<file path="src/rtl/rv_pipe_pkg.sv">
// rv_pipe_pkg: shared in-flight entry type, constants and helpers for the RV32I pipeline hazard logic
package rv_pipe_pkg;
  typedef struct packed {
    logic       valid;
    logic       wr;
    logic       ld;
    logic [4:0] rd;
  } inflight_entry_t;
  localparam logic [4:0] REG_ZERO = 5'd0;
  function automatic int sel_width(input int depth);
    return $clog2(depth + 1);
  endfunction
endpackage

</file>
<file path="src/rtl/bypass_src_match.sv">
// bypass_src_match: priority-encodes the youngest live producer of one source operand
module bypass_src_match
  import rv_pipe_pkg::*;
#(
  parameter int DEPTH      = 3,
  parameter int LOAD_READY = 1,
  parameter int SEL_W      = sel_width(DEPTH)
) (
  input  logic [DEPTH*$bits(inflight_entry_t)-1:0] entries,
  input  logic [4:0]                               src_addr,
  input  logic                                     src_used,
  output logic [SEL_W-1:0]                         fwd_sel,
  output logic                                     hazard
);
  inflight_entry_t [DEPTH-1:0] ent;
  assign ent = entries;
  // Walk oldest to youngest so the lowest matching index is the last write
  always_comb begin
    fwd_sel = '0;
    hazard  = 1'b0;
    for (int j = DEPTH - 1; j >= 0; j--)
      if (src_used && ent[j].valid && ent[j].wr && ent[j].rd != REG_ZERO && ent[j].rd == src_addr) begin
        fwd_sel = SEL_W'(j + 1);
        hazard  = ent[j].ld && (j < LOAD_READY);
      end
  end
endmodule

</file>
<file path="src/rtl/bypass_scoreboard.sv">
// bypass_scoreboard: in-flight rd record driving operand bypass selects, load-use stall and a stall counter
module bypass_scoreboard
  import rv_pipe_pkg::*;
#(
  parameter int  NUM_SRC    = 2,
  parameter int  DEPTH      = 3,
  parameter int  LOAD_READY = 1,
  parameter int  CNT_W      = 32,
  localparam int SEL_W      = sel_width(DEPTH)
) (
  input  logic                     clk,
  input  logic                     rst_n,
  input  logic                     advance,
  input  logic                     flush,
  input  logic                     issue_valid,
  input  logic                     issue_reg_write,
  input  logic                     issue_is_load,
  input  logic [4:0]               issue_rd,
  input  logic [5*NUM_SRC-1:0]     src_addr,
  input  logic [NUM_SRC-1:0]       src_used,
  input  logic                     clr_count,
  output logic [SEL_W*NUM_SRC-1:0] fwd_sel,
  output logic                     stall,
  output logic [CNT_W-1:0]         stall_count
);
  inflight_entry_t [DEPTH-1:0] entries_q, entries_d;
  logic [CNT_W-1:0]            count_q, count_d;
  logic [NUM_SRC-1:0]          hazard;

  for (genvar k = 0; k < NUM_SRC; k++) begin : g_src
    bypass_src_match #(
      .DEPTH     (DEPTH),
      .LOAD_READY(LOAD_READY),
      .SEL_W     (SEL_W)
    ) u_match (
      .entries (entries_q),
      .src_addr(src_addr[5*k +: 5]),
      .src_used(src_used[k]),
      .fwd_sel (fwd_sel[SEL_W*k +: SEL_W]),
      .hazard  (hazard[k])
    );
  end

  assign stall       = issue_valid & ~flush & |hazard;
  assign stall_count = count_q;

  // A stalled or flushed decode enters the record as a bubble
  always_comb begin
    entries_d = entries_q;
    if (advance) begin
      for (int j = DEPTH - 1; j > 0; j--) entries_d[j] = entries_q[j-1];
      entries_d[0] = (stall || flush) ? inflight_entry_t'('0)
                                      : inflight_entry_t'({issue_valid, issue_reg_write, issue_is_load, issue_rd});
    end
    count_d = clr_count ? '0 : (stall && advance && !(&count_q)) ? count_q + CNT_W'(1) : count_q;
  end

  always_ff @(posedge clk or negedge rst_n)
    if (!rst_n) begin
      entries_q <= '0;
      count_q   <= '0;
    end else begin
      entries_q <= entries_d;
      count_q   <= count_d;
    end
endmodule
</file>
<file path="config.mk">
export PLATFORM = sky130hd
export DESIGN_NAME = bypass_scoreboard
export DESIGN_NICKNAME = d
export VERILOG_FILES = /design/src/rtl/rv_pipe_pkg.sv /design/src/rtl/bypass_src_match.sv /design/src/rtl/bypass_scoreboard.sv
export SDC_FILE = /design/constraint.sdc
export NUM_CORES = 1
export LEC_CHECK = 0
export ABC_AREA = 1
export BUFFER_PORTS_ARGS = -buffer_cell sky130_fd_sc_hd__clkbuf_2
export CAP_MARGIN = 30
export CORE_MARGIN = 10
export CORE_UTILIZATION = 45
export DETAILED_ROUTE_END_ITERATION = 10
export GPL_TIMING_DRIVEN = 1
export PLACE_DENSITY = 0.71
export SLEW_MARGIN = 15
export SYNTH_ARGS = -nofsm -noshare
export SYNTH_HDL_FRONTEND = slang
export SYNTH_HIERARCHICAL = 1
export SYNTH_SLANG_ARGS = --single-unit
export TNS_END_PERCENT = 1
</file>
<file path="constraint.sdc">
create_clock -name clk -period 2.95 [get_ports clk]
set_input_delay 0.295 -clock clk [delete_from_list [all_inputs] [get_ports clk]]
set_output_delay 0.295 -clock clk [all_outputs]
set_load 0.01 [all_outputs]
</file>
Word level (Yosys, flattened, before mapping)
Cells that the tools add are included.
- flip-flop bits (word level): 54
- input port bits: 25
- output and inout bits: 37
- logic and storage cells: 66
- $add $sub $neg: 1
- equality and inequality tests: 6
- mux-type cells: 11
- bitwise logic cells: 3
- reduce and logical (&&, ||, !) cells: 34
- operators with widths (operator ; count):
    $mux 32 ; 2
    $add 32x1->32 const B ; 1
    $reduce_and 32->1 ; 1
    $eq 5x5->1 ; 6
    $logic_and 1x1->1 ; 26
    $reduce_bool 5->1 ; 3
    $mux 2 ; 6
    $mux 8 ; 1
    $and 1x1->1 ; 2
    $mux 1 ; 2
    $reduce_bool 2->1 ; 1
    $reduce_or 2->1 ; 1
    $logic_not 1->1 ; 1
    $logic_or 1x1->1 ; 1
    $not 1->1 ; 1

Depth between registers and ports, before layout
Gate-level depths: netlist of run 1.
- word-level depth: 11
- mapped depth: 18
- gate-level depth less buffers: 17

By module
The synthesis of run 1 kept the hierarchy.
- by module, submodules not included (module ; times used ; cells an instance ; area an instance (um^2) ; seq. area each (um^2)):
    bypass_scoreboard ; 1 ; 421 ; 3111.7 ; 1401.3
    bypass_src_match ; 2 ; 77 ; 346.6 ; 0.0

Worst setup path after synthesis of run 1
OpenSTA, ideal clock, no wires.
- kind: register to register
- start: reg entries_q[0] in the netlist's numbering
- end: reg count_q[18], in the netlist stall_count[18]
- library setup time: 0.119 ns
- data arrival time: 1.908 ns
- required time: 2.831 ns
- setup slack: 0.924 ns
- cell stages (with the launch flop): 18
- buffers on the path: 1
- period minus slack after synthesis: 2.026 ns
- cell sequence: dfrtp_1 -> nand2_2 -> nand2_1 -> nor2_1 -> nand3_1 -> nor2_2 -> inv_2 -> nor2_2 -> o21ai_0 -> nor2_1 -> nand2_1 -> inv_1 -> nand2_4 -> nand2_4 -> clkinv_2 -> buf_6 -> nand2_1 -> nand2_1
- longest elaborated chain between the ends: 9
- elaborated cells on any way between the ends: 14
- classes of those cells: eq/ne: 2; mux: 2; bitwise: 1; reduce/logical: 9
- RTL lines (element ; RTL line ; source):
    start, declared ; bypass_scoreboard.sv:26 ; inflight_entry_t [DEPTH-1:0] entries_q, entries_d;
    start signal, assigned ; bypass_scoreboard.sv:63 ; entries_q <= entries_d;
    $reduce_bool 5->1 ; bypass_src_match.sv:22 ; if (src_used && ent[j].valid && ent[j].wr && ent[j].rd != REG_ZERO && ent[j].rd == src_addr) begin
    $logic_and 1x1->1 ; bypass_src_match.sv:22 ;
    $logic_and 1x1->1 (*) ; bypass_src_match.sv:22 ;
    $mux 1 (*) ; bypass_src_match.sv:22 ;
    named net hazard[1] ; bypass_scoreboard.sv:28 ; logic [NUM_SRC-1:0] hazard;
    $reduce_or 2->1 (*) ; bypass_scoreboard.sv:44 ; assign stall = issue_valid & ~flush & |hazard;
    $and 1x1->1 (*) ; bypass_scoreboard.sv:44 ;
    named net stall ; bypass_scoreboard.sv:23 ; output logic stall,
    $logic_and 1x1->1 (*) (2 in series) ; bypass_scoreboard.sv:55 ; count_d = clr_count ? '0 : (stall && advance && !(&count_q)) ? count_q + CNT_W'(1) : count_q;
    $reduce_bool 2->1 (no line) (*) ; -- ;
    end signal, assigned ; bypass_scoreboard.sv:64 ; count_q <= count_d;
    end, declared ; bypass_scoreboard.sv:27 ; logic [CNT_W-1:0] count_q, count_d;
The timed path passes the listed nets; every way through them passes the cells marked *.
A chain may end at the register's enable or synchronous reset.

Worst setup path after layout of run 1
- start: reg entries_q[0] in the netlist's numbering
- end: reg count_q[29], in the netlist stall_count[29]
- longest elaborated chain between the ends: 9
- elaborated cells on any way between the ends: 14
- classes of those cells: eq/ne: 2; mux: 2; bitwise: 1; reduce/logical: 9
- RTL lines (element ; RTL line):
    $reduce_bool 5->1 ; bypass_src_match.sv:22
    $logic_and 1x1->1 ; bypass_src_match.sv:22
    $logic_and 1x1->1 (*) ; bypass_src_match.sv:22
    $mux 1 (*) ; bypass_src_match.sv:22
    named net hazard[0] ; bypass_scoreboard.sv:28
    $reduce_or 2->1 (*) ; bypass_scoreboard.sv:44
    $and 1x1->1 (*) ; bypass_scoreboard.sv:44
    $logic_and 1x1->1 (*) (2 in series) ; bypass_scoreboard.sv:55
    $reduce_bool 2->1 (no line) (*) ; --
Marks and branches as above.

==> impl_metrics.py, run 1 <==
metrics = {
    "outcome": {
        "outcome": "completed",
    },
    "pwr": {
        "p_leak_nw": 2.11,
        "power.density_nw_per_um2": 362,
        "max-vdd-ir-drop_mv": 0.260,
    },
    "global_route": {
        "global_route.overflow_total": 0,
        "met2_usage": 0.276,
        "grt_antenna_before_repair": 0,
        "global_routing_s_busiest_layer": "met2",
        "grt_pass1_wl_mm": 16.9,
        "grt_max_degree": 38,
        "grt_util_all_layers": 0.160,
        "grt_pass1_vias": 3492,
        "grtUsageMet3": 0.0303,
        "grt.met1_usage": 0.199,
    },
    "floorplanning": {
        "die_width_um": 111,
        "rows": 33,
        "initial_utilization": 0.459,
        "die-height_um": 111,
        "core_um2": 8130,
        "design.die.area_um2": 12300,
        "num_io_pins": 62,
    },
    "clock_tree": {
        "cts_tree": "built",
        "numClockSinks": 54,
        "htreeDepth": 2,
        "cts_hold_buffers": 0,
        "max-clock-path-buffers": 2,
        "clockRootBuffer": "sky130_fd_sc_hd__clkbuf_8",
        "worstSkewPairLatency_ns": 0.30,
        "postCtsSetupRepairBufs": 0,
        "clk_transition_reported_paths_ns": 0.10,
        "cts_resized": 0,
        "cts_buffers": 5,
    },
    "logic_synthesis": {
        "synth.cell_area_um2": 3730,
        "syn_inst": 568,
        "synthesis.nets": 594,
        "synth_area_per_cell_um2": 6.57,
        "synth_warnings": 6,
    },
    "placed_design": {
        "gp_congestion": 0.981,
        "placed_area_um2": 4140,
        "portBuffers": 61,
        "hpwl_mm": 7.81,
    },
    "drt": {
        "drt_pass1_iterations": 4,
        "drt_drc_violations_left": 0,
        "viasPerCell": 4.99,
        "total_wire_length_after_detailed_routing_mm": 10.1,
        "drtIter0Drc": 172,
        "wl_per_cell_um": 13.7,
        "final_antenna_net_count": 0,
        "routed-via-count": 3675,
    },
    "critical_path": {
        "path_max_fanout": 20,
        "crit_start": "entries_q[0]",
        "worst_setup_path_category": "register to register",
        "worst_ep_required_time_ns": 3.16,
        "arrival_time_of_the_worst_setup_path_ns": 2.72,
        "crit_start_category": "register",
        "worstSetupEndpointType": "register",
        "timing.rr.start": "entries_q[0]",
    },
    "finish": {
        "layout-drive-gt1-share": 0.179,
        "nets": 656,
        "area_delta_synth_final_pct": 14.7,
        "insertedDiodeCount": 0,
        "num-fill-cells": 811,
        "fin_area_um2": 4280,
    },
    "timing": {
        "timing.final.setup_violations": 0,
        "finalClockSkew_ns": 0.00982,
        "report.final.hold_viol_count": 0,
        "tightestPinTransition_ns": 0.609,
        "timing_max_transition_violations_final": 0,
        "maxClockFrequency_mhz": 397,
        "setup_repair_after_global_routing_missed_its_margin": "no",
        "min_period_ns": 2.52,
        "post-route-period-util": 0.853,
        "slew-limit-headroom": 0.593,
        "tns_ns": 0,
    },
    "min_path": {
        "holdCritPathClass": "primary input to register",
        "min_from": "issue_rd[1]",
    },
    "run": {
        "cap_violations": 0,
    },
}
==> flip-flops by register name (all words and copies together), names as in the netlist <==
name	cells
entries_q	22
stall_count	32
==> metal layers <==
layer / share of wire / wire, um
met1: 0.45 / 4590
met2: 0.49 / 4920
met3: 0.044 / 445
met4: 0.014 / 140
met5: 0 / 0
==> worst max-delay path, cell delays in order (launching register included) <==
cell	delay [ns]
sky130_fd_sc_hd__dfrtp_1	0.49
sky130_fd_sc_hd__nand2_2	0.10
sky130_fd_sc_hd__nand2_1	0.05
sky130_fd_sc_hd__nor2_1	0.13
sky130_fd_sc_hd__nand3_1	0.11
sky130_fd_sc_hd__nor2_2	0.12
sky130_fd_sc_hd__inv_2	0.05
sky130_fd_sc_hd__nor2_2	0.06
sky130_fd_sc_hd__o21ai_0	0.07
sky130_fd_sc_hd__nor2_1	0.20
sky130_fd_sc_hd__nand2_1	0.11
sky130_fd_sc_hd__inv_1	0.11
sky130_fd_sc_hd__nand2_4	0.10
sky130_fd_sc_hd__nand2_4	0.18
sky130_fd_sc_hd__clkinv_2	0.31
sky130_fd_sc_hd__nand2_1	0.15
sky130_fd_sc_hd__nand2_1	0.06
==> report_power, final <==
| part | switching, mW | internal, mW |
|---|---|---|
| registers | 0.0513 | 0.774 |
| clock network | 0.242 | 0.250 |
| logic | 0.135 | 0.0989 |
| total | 0.428 | 1.12 |
==> metrics by stage <==
stage / util / std cells / hold slack, ns / total power [mW] / setup slack, ns
floorplan: - / 568 / -0.000591 / 0.983 / 0.924
global placement: 0.508 / 726 / 0.478 / 1.06 / 0.522
detailed placement: 0.508 / 726 / 0.493 / 1.07 / 0.400
CTS: 0.522 / 734 / 0.148 / 1.57 / 0.388
global route: 0.526 / 736 / 0.235 / 1.64 / 0.0946
finish: 0.526 / 736 / 0.215 / 1.55 / 0.434
==> path summary, 6_finish.rpt <==
path                       depth (start not counted)               to  slack (ns)
max                                               16  stall_count[29]        0.43
min                                                3     entries_q[1]        0.22
max reg2reg                                       16  stall_count[29]        0.43
min reg2reg                                        2   stall_count[1]        0.54
max in group asynchronous                          3    entries_q[19]        1.95
min in group asynchronous                          2  stall_count[18]        0.47
==> final cells by class <==
type / count / area, um2 / area share
clock buffer: 5 / 68.8 / 0.0161
inverter: 69 / 260 / 0.0608
timing repair buffer: 68 / 380 / 0.0888
tap: 105 / 131 / 0.0307
clock inverter: 3 / 40.0 / 0.00935
multi-input combinational: 432 / 2050 / 0.479
sequential: 54 / 1350 / 0.316
==> cells in the final DEF, fill, tap and decap left out <==
master,count
sky130_fd_sc_hd__nor2_1,87
sky130_fd_sc_hd__dlygate4sd3_1,1
sky130_fd_sc_hd__nor2_2,9
sky130_fd_sc_hd__buf_4,5
sky130_fd_sc_hd__xor2_1,4
sky130_fd_sc_hd__dfrtp_1,54
sky130_fd_sc_hd__inv_2,9
sky130_fd_sc_hd__o21bai_1,1
sky130_fd_sc_hd__a21oi_1,17
sky130_fd_sc_hd__o21ai_1,11
sky130_fd_sc_hd__buf_16,1
sky130_fd_sc_hd__and3_1,2
sky130_fd_sc_hd__clkinv_2,3
sky130_fd_sc_hd__nand2_2,6
sky130_fd_sc_hd__clkinv_1,1
sky130_fd_sc_hd__nor2_4,2
sky130_fd_sc_hd__ha_1,1
sky130_fd_sc_hd__nand2_4,3
sky130_fd_sc_hd__nand4_1,11
sky130_fd_sc_hd__nand3b_1,2
sky130_fd_sc_hd__inv_1,58
sky130_fd_sc_hd__nor2_8,1
sky130_fd_sc_hd__nand2_1,187
sky130_fd_sc_hd__mux2_2,7
sky130_fd_sc_hd__clkbuf_8,5
sky130_fd_sc_hd__o21ai_0,15
sky130_fd_sc_hd__nand3_1,46
sky130_fd_sc_hd__clkbuf_2,61
sky130_fd_sc_hd__xnor2_1,20
sky130_fd_sc_hd__bufinv_16,1
Note: power is estimated with default switching activity, not from simulation.
==> run 2: changes to the inputs <==
--- a/config.mk
+++ b/config.mk
@@ -8,6 +8,7 @@
 export ABC_AREA = 1
 export BUFFER_PORTS_ARGS = -buffer_cell sky130_fd_sc_hd__clkbuf_2
 export CAP_MARGIN = 30
+export CORE_ASPECT_RATIO = 0.75
 export CORE_MARGIN = 10
 export CORE_UTILIZATION = 45
 export DETAILED_ROUTE_END_ITERATION = 10
==> impl_metrics.py, run 2 (synthesis gave the netlist of run 1 again) <==
metrics = {
    "finish": {
        "insertedDiodeCount": 0,
        "nets": 655,
        "largest_register_ffs": 32,
        "most_common_cell_after_layout_fill_and_taps_aside": "sky130_fd_sc_hd__nand2_1",
        "area_delta_synth_final_pct": 13.5,
        "fin_util": 0.530,
        "final_cell_mix": "187 x sky130_fd_sc_hd__nand2_1, 87 x sky130_fd_sc_hd__nor2_1, 61 x sky130_fd_sc_hd__clkbuf_2, 58 x sky130_fd_sc_hd__inv_1, 54 x sky130_fd_sc_hd__dfrtp_1",
        "layout-drive-gt1-share": 0.176,
    },
    "critical_path": {
        "critical_path_cell_by_cell": "nand2_2, nand2_1, nor2_1, nand3_1, nor2_2, inv_2, nor2_2, o21ai_0, nor2_1, nand2_1, inv_1, nand2_4, nand2_4, clkinv_2, nand2_1, nand2_1",
        "reg2regPathDepth": 16,
        "worst_ep_required_time_ns": 3.15,
        "slowest_stage": "sky130_fd_sc_hd__dfrtp_1",
        "crit_start_category": "register",
        "worst_setup_path_category": "register to register",
        "arrival_time_of_the_worst_setup_path_ns": 2.68,
        "critical_path.most_common_cell": "sky130_fd_sc_hd__nand2_1",
        "slowest_delay_ns": 0.47,
        "path_max_fanout": 20,
        "reg2reg_setup_slack_ns": 0.47,
        "crit_start": "entries_q[0]",
        "worstSetupEndpointType": "register",
        "ff_to_ff_end": "stall_count[18]",
        "timing.rr.start": "entries_q[0]",
    },
    "floorplanning": {
        "core_um2": 7990,
        "num_io_pins": 62,
        "design.die.area_um2": 12400,
        "initial_utilization": 0.467,
        "die-height_um": 98.9,
        "rows": 28,
        "die_width_um": 125,
    },
    "drt": {
        "routed-via-count": 3759,
        "routed.top_layer": "met4",
        "drt_drc_violations_left": 0,
        "detailroute.wirelength.met2_mm": 4.58,
        "drtIter0Drc": 250,
        "viasPerCell": 5.11,
        "met3_length_um": 661,
        "total_wire_length_after_detailed_routing_mm": 10.1,
        "m1WireLength_mm": 4.82,
        "wl_per_cell_um": 13.8,
        "drt_pass1_iterations": 5,
        "final_antenna_net_count": 0,
    },
    "placed_design": {
        "portBuffers": 61,
        "gp_congestion": 0.952,
        "hpwl_mm": 7.94,
    },
    "timing": {
        "timing.final.setup_violations": 0,
        "setup_repair_after_global_routing_missed_its_margin": "no",
        "slew-limit-headroom": 0.570,
        "tns_ns": 0,
        "min_period_ns": 2.48,
        "post-route-period-util": 0.841,
        "report.final.hold_viol_count": 0,
        "maxClockFrequency_mhz": 403,
        "finalClockSkew_ns": 0.00670,
        "tightestPinTransition_ns": 0.642,
        "timing_max_transition_violations_final": 0,
    },
    "min_path": {
        "timing.hold.worst_endpoint": "entries_q[2]",
        "hold_depth": 3,
        "holdCritPathClass": "primary input to register",
        "min_from": "issue_rd[2]",
    },
    "clock_tree": {
        "cts_buffers": 5,
        "clk_transition_reported_paths_ns": 0.10,
        "numClockSinks": 54,
        "cts_resized": 0,
        "cts_tree": "built",
        "postCtsSetupRepairBufs": 0,
        "worstSkewPairLatency_ns": 0.30,
        "htreeDepth": 2,
        "clockRootBuffer": "sky130_fd_sc_hd__clkbuf_8",
        "max-clock-path-buffers": 2,
        "cts_hold_buffers": 1,
    },
    "pwr": {
        "power.density_nw_per_um2": 351,
        "max-vdd-ir-drop_mv": 0.289,
        "p_leak_nw": 2.09,
    },
    "global_route": {
        "grt_pass1_vias": 3397,
        "grt_pass1_wl_mm": 17.0,
        "grt_antenna_before_repair": 0,
        "grt_util_all_layers": 0.161,
        "global_route.overflow_total": 0,
        "grt_max_degree": 38,
    },
    "run": {
        "cap_violations": 0,
    },
    "outcome": {
        "outcome": "completed",
    },
}
[run 2: metrics by stage]
stage	hold WS (ns)	total power, mW	area (um2)	setup WS, ns	instances
after global placement	0.308	1.06	4140	0.596	726
after CTS	0.222	1.50	4240	0.491	735
after detailed placement	0.311	1.07	4140	0.501	726
after floorplan	-0.000591	0.983	3730	0.924	568
after global routing	0.220	1.57	4240	0.169	735
final	0.230	1.49	4240	0.468	735
[run 2: how the worst max path moves through the flow]
stage                     cells after the start              end
after global placement                       16   stall_count[2]
after global routing                         16  stall_count[30]
after CTS                                    16  stall_count[18]
final                                        16  stall_count[18]
after floorplan                              17  stall_count[18]
after detailed placement                     18  stall_count[15]
[run 2: worst max-delay path, delay by kind of cell, from the launching register on]
family          cells  cell delay (ns)
simple gates       12             1.39
buf+inv             3             0.44
flops               1             0.47
compound gates      1             0.08
[run 2: layout make-up]
class                   instances  area (um2)
clock buffers                   7        86.3
clock inverters                 1        5.00
fillers                       802        3750
inverters                      69         260
multi-input cells             432        2050
flip-flops and latches         54        1350
well taps                     105         131
repair buffers                 67         353
[run 2: where the power goes]
part	leakage, nW	switching [mW]	total (mW)	internal, mW
Clock	0.0482	0.239	0.429	0.190
Combinational	1.32	0.138	0.233	0.0953
Sequential	0.718	0.0498	0.823	0.774
Total	2.09	0.426	1.49	1.06
[run 2: layer usage]
layer | GRT usage | vias up
met2 | 0.244 | 109
met1 | 0.237 | 1751
li1 | - | 1893
met4 | 0.0265 | 0
met5 | 0 | -
met3 | 0.0273 | 6
